File: config.mk
export PLATFORM = sky130hd
export DESIGN_NAME = mul_accumulator
export DESIGN_NICKNAME = d
export VERILOG_FILES = /design/src/rtl/mul_pkg.sv /design/src/rtl/sat_add.sv /design/src/rtl/mul_accumulator.sv
export SDC_FILE = /design/constraint.sdc
export NUM_CORES = 1
export LEC_CHECK = 0
export BUFFER_PORTS_ARGS = -buffer_cell sky130_fd_sc_hd__clkbuf_2
export CAP_MARGIN = 20
export CORE_UTILIZATION = 50
export DETAILED_ROUTE_END_ITERATION = 8
export GPL_ROUTABILITY_DRIVEN = 1
export PLACE_DENSITY_LB_ADDON = 0.12
export SETUP_SLACK_MARGIN = 0.3
export SYNTH_ARGS = -nofsm -noshare
export SYNTH_HDL_FRONTEND = slang
export SYNTH_SLANG_ARGS = --single-unit
File: constraint.sdc
create_clock -name clk -period 3.2 [get_ports clk]
set_input_delay 0.48 -clock clk [delete_from_list [all_inputs] [get_ports clk]]
set_output_delay 0.48 -clock clk [all_outputs]
set_load 0.1 [all_outputs]
File: src/rtl/mul_pkg.sv
// Shared widths and accumulator state encoding for the multiplier datapath.
package mul_pkg;

   localparam int MUL_OP_W = 16;
   localparam int PROD_W   = 32;
   localparam int ACC_W    = 40;
   localparam int CNT_W    = 8;

   typedef enum logic [1:0] {
      IDLE  = 2'd0,
      ACCUM = 2'd1,
      HOLD  = 2'd2
   } acc_state_e;

endpackage

File: src/rtl/sat_add.sv
// Saturating adder: ACC_W-bit running sum plus zero-extended PROD_W-bit product.
module sat_add #(
   parameter int ACC_W  = 40,
   parameter int PROD_W = 32
) (
   input  logic [ACC_W-1:0]  a,
   input  logic [PROD_W-1:0] b,
   output logic [ACC_W-1:0]  sum,
   output logic              ovf
);

   logic [ACC_W:0] wide;

   // One extra carry bit; a carry out clamps the result to all ones.
   always_comb begin
      wide = {1'b0, a} + (ACC_W + 1)'(b);
      ovf  = wide[ACC_W];
      sum  = wide[ACC_W] ? '1 : wide[ACC_W-1:0];
   end

endmodule

File: src/rtl/mul_accumulator.sv
// Block accumulator: sums LEN products received over valid/ready and holds the
// saturated sum with a sticky overflow flag until the consumer accepts it.
module mul_accumulator
   import mul_pkg::*;
#(
   parameter int PROD_W = mul_pkg::PROD_W,
   parameter int ACC_W  = mul_pkg::ACC_W,
   parameter int CNT_W  = mul_pkg::CNT_W
) (
   input  logic              clk,
   input  logic              rst_n,
   input  logic              clear,
   input  logic [CNT_W-1:0]  len,
   input  logic              prod_valid,
   output logic              prod_ready,
   input  logic [PROD_W-1:0] product,
   output logic              acc_valid,
   input  logic              acc_ready,
   output logic [ACC_W-1:0]  acc_sum,
   output logic              acc_ovf,
   output logic              busy
);

   acc_state_e        state;
   logic [ACC_W-1:0]  sum_q;
   logic              ovf_q;
   logic [CNT_W:0]    count;
   logic [CNT_W-1:0]  len_q;

   logic [CNT_W:0]    len_full;
   logic [CNT_W:0]    len_q_full;
   logic [CNT_W:0]    count_nxt;
   logic [ACC_W-1:0]  add_sum;
   logic              add_ovf;
   logic              accept;

   // len=0 encodes 2**CNT_W: the extra MSB is set exactly when the field is zero.
   always_comb begin
      len_full   = {(len == '0), len};
      len_q_full = {(len_q == '0), len_q};
      count_nxt  = count + 1'b1;
      accept     = prod_valid && prod_ready;
   end

   sat_add #(
      .ACC_W  (ACC_W),
      .PROD_W (PROD_W)
   ) u_sat_add (
      .a   (sum_q),
      .b   (product),
      .sum (add_sum),
      .ovf (add_ovf)
   );

   assign acc_sum = sum_q;
   assign acc_ovf = ovf_q;

   // Block FSM with registered handshake/status outputs; clear overrides everything.
   always_ff @(posedge clk or negedge rst_n) begin
      if (!rst_n) begin
         state      <= IDLE;
         sum_q      <= '0;
         ovf_q      <= 1'b0;
         count      <= '0;
         len_q      <= '0;
         prod_ready <= 1'b1;
         acc_valid  <= 1'b0;
         busy       <= 1'b0;
      end else if (clear) begin
         state      <= IDLE;
         sum_q      <= '0;
         ovf_q      <= 1'b0;
         count      <= '0;
         prod_ready <= 1'b1;
         acc_valid  <= 1'b0;
         busy       <= 1'b0;
      end else begin
         case (state)
            IDLE: begin
               if (accept) begin
                  len_q <= len;
                  sum_q <= ACC_W'(product);
                  ovf_q <= 1'b0;
                  count <= (CNT_W + 1)'(1);
                  busy  <= 1'b1;
                  if (len_full == (CNT_W + 1)'(1)) begin
                     state      <= HOLD;
                     prod_ready <= 1'b0;
                     acc_valid  <= 1'b1;
                  end else begin
                     state <= ACCUM;
                  end
               end
            end
            ACCUM: begin
               if (accept) begin
                  sum_q <= add_sum;
                  ovf_q <= ovf_q | add_ovf;
                  count <= count_nxt;
                  if (count_nxt == len_q_full) begin
                     state      <= HOLD;
                     prod_ready <= 1'b0;
                     acc_valid  <= 1'b1;
                  end
               end
            end
            HOLD: begin
               if (acc_ready) begin
                  state      <= IDLE;
                  sum_q      <= '0;
                  ovf_q      <= 1'b0;
                  count      <= '0;
                  prod_ready <= 1'b1;
                  acc_valid  <= 1'b0;
                  busy       <= 1'b0;
               end
            end
            default: begin
               state      <= IDLE;
               prod_ready <= 1'b1;
               acc_valid  <= 1'b0;
               busy       <= 1'b0;
            end
         endcase
      end
   end

endmodule
==> impl_metrics.tcl <==
set metrics [dict create \
    antenna_found_initial 0 \
    htree_levels 3 \
    wl_mm 12.8 \
    critPathRequiredTime_ns 3.44 \
    synth_top_area_share_pct 32.6 \
    cp_max_fo 4 \
    vias 4468 \
    cpMaxStageDelayCell "dfrtp_4" \
    max-clock-path-buffers 2 \
    cts-root-buf "clkbuf_8" \
    hold_viol_final 0 \
    yosysWarnings 0 \
    grt_util_met3_pct 3.02 \
    setup_slack_ns 0.326 \
    clk_transition_reported_paths_ns 0.08 \
    die_h_um 99.6 \
    max_freq_ghz 0.348 \
    synth.most_common_cell "dfrtp_1" \
    syn_area_per_cell_sq_um 9.05 \
    die_x_um 99.6 \
    holdBufCountCts 0 \
    synth_ff_type "dfrtp_1" \
    ioPinCount 89 \
    overflow 0 \
    critPathKind "register to register" \
    hpwl_mm 8.89 \
    crit_arrival_ns 3.11 \
    detail_route.drc_violations 0 \
    numCtsBuffers 9 \
    fin_skew_ns 0.0132 \
    fp.dieArea_sq_um 9910 \
    path_cells "ha_4 > fa_2 > a211oi_2 > o211ai_2 > nand2_2 > o31a_1 > buf_4 > or2b_1 > a21oi_2 > xor2_1 > a21oi_2 > a221o_1" \
    rows 35 \
    met1_usage_pct 35.0 \
    tritoncts "built" \
    slew_headroom_pct 57.3 \
    cp_top_family "compound AO/OA/AOI/OAI gates" \
    maxCapViolations 0 \
    hold_class "input port to asynchronous set/reset pin" \
    max_stage_delay_ns 0.50 \
    syn_area_sq_um 4760 \
    synth-seq-area-share_pct 33.1 \
    busiest_layer "met2" \
    antenna_cells 0 \
    yosys-top-cells-area "dfrtp_1 33%, ha_1 9.5%, a21oi_1 6.4%" \
    start_util_pct 51.5 \
    cp_common_cell "a21oi_2" \
    insertion_delay_ns 0.35 \
    drtIter0Drc 209 \
    final_util_pct 64.3 \
    viasPerCell 5.90 \
    cts.sinks 63 \
    postRouteAntennaNets 0 \
    firstDrtPassIters 5 \
    grt_max_degree 47 \
    synth_common_cells "62 x dfrtp_1, 61 x a21oi_1, 49 x nand2_1" \
    drive_gt1_share_pct 33.6 \
    track_usage_pct 26.4 \
    area_growth_pct 24.9 \
    path_buf_inv 1 \
    grt_pass1_vias 4406 \
    cp-start-kind "register" \
    pre_cts_ws_ns 0.102 \
    end_kind "register" \
    worstSetupStartpoint "acc_sum[0]" \
    ys_async_sr_fraction_pct 100 \
    fin_crit_sh_pct 89.8 \
    synth_edf_count 0 \
    synth-seq-cells 63 \
    r2r_start "acc_sum[0]" \
    rsz0062_at_grt "true" \
    worst_pin_slew_ns 0.641 \
    nNetsFinal 705 \
    grt_pass1_wl_mm 21.0 \
    portBuffers 88 \
    status "finished, final reports clean" \
    wire_per_inst_um 17.0 \
    synthCells 526 \
    setup_tns_ns 0 \
    place_congestion 0.847 \
    core_sq_um 9240 \
    grt_util_met2_pct 44.7 \
    post-route-min-period_ns 2.87 \
    yosysUniqueCellTypes 66 \
    yosys.area.top_type "dfrtp_1" \
    finalSetupViolCount 0 \
    synth_nets 608 \
    slew_viol_final 0 \
]
-- area by class of cell --
cell class                      instances  area, sq um
Multi-Input combinational cell        431         3250
Clock inverter                          6         70.1
Tap cell                              129          161
Sequential cell                        63         1640
Clock buffer                           10          138
Inverter                               10         37.5
Timing Repair Buffer                  108          649
Fill cell                             801         3290
-- per-stage QoR --
step	hold WS, ns	cells	cell area (sq um)
2_1_floorplan	0.184	526	4950
3_3_place_gp	0.472	732	5550
3_5_place_dp	0.478	732	5550
4_1_cts	0.249	748	5770
5_1_grt	0.286	757	5950
6_report	0.227	757	5950
-- final timing paths --
| check | to | slack (ns) | cells past startpoint |
|---|---|---|---|
| max | acc_sum[16] | 0.33 | 12 |
| min | count[6] | 0.23 | 2 |
| max reg2reg | acc_sum[16] | 0.33 | 12 |
| min reg2reg | busy | 0.49 | 1 |
| max in group asynchronous | prod_ready | 2.22 | 3 |
| min in group clk | len_q[6] | 0.37 | 2 |
-- cell usage in the layout, fill, tap and decap left out, types with 7 or more instances in the layout --
cell / count
nand2_1: 49
dfrtp_4: 11
o21ai_0: 38
xnor2_1: 19
o21ai_1: 7
dfrtp_1: 35
a221o_1: 27
a21oi_1: 51
buf_4: 15
nor2_1: 17
ha_4: 8
dfrtp_2: 16
a21o_1: 17
inv_1: 10
xor2_1: 20
clkbuf_2: 88
mux2_2: 8
ha_1: 26
clkbuf_8: 10
a21oi_2: 17
and3_1: 12
-- state kept, by name, indices dropped and copies added (netlist names) --
name,flops
acc_ovf,1
acc_sum,40
acc_valid,1
busy,1
count,9
len_q,8
prod_ready,1
state,2
-- cell families (layout without fill, tap and decap cells) --
kind of cell | after synthesis | in the layout | share of synthesized area [%]
multiplexers | 10 | 10 | 2.31
adder cells (fa/ha/maj) | 37 | 37 | 9.88
AND/OR/NAND/NOR | 133 | 133 | 14.1
flip-flops | 63 | 63 | 33.1
buffers and inverters | 32 | 134 | 2.94
AO/OA/AOI/OAI | 212 | 212 | 30.4
XOR/XNOR | 39 | 39 | 7.18
-- metal layers --
| metal | part of all wire, % | up-vias | routed length, um |
|---|---|---|---|
| met2 | 49 | 116 | 6230 |
| met5 | 0 | - | 0 |
| met3 | 4.0 | 17 | 507 |
| li1 | - | 2182 | - |
| met1 | 46 | 2153 | 5870 |
| met4 | 1.7 | 0 | 223 |
-- what timing repair did --
item,CTS,global route
pin swaps,3,6
endpoints found under the setup margin,6,34
buffers inserted,0,6
resized for setup,5,19
cloned,0,3
Power is left out: the tool's default activity adds up to more than one toggle a clock period on the data nets, which glitch-free logic cannot reach.
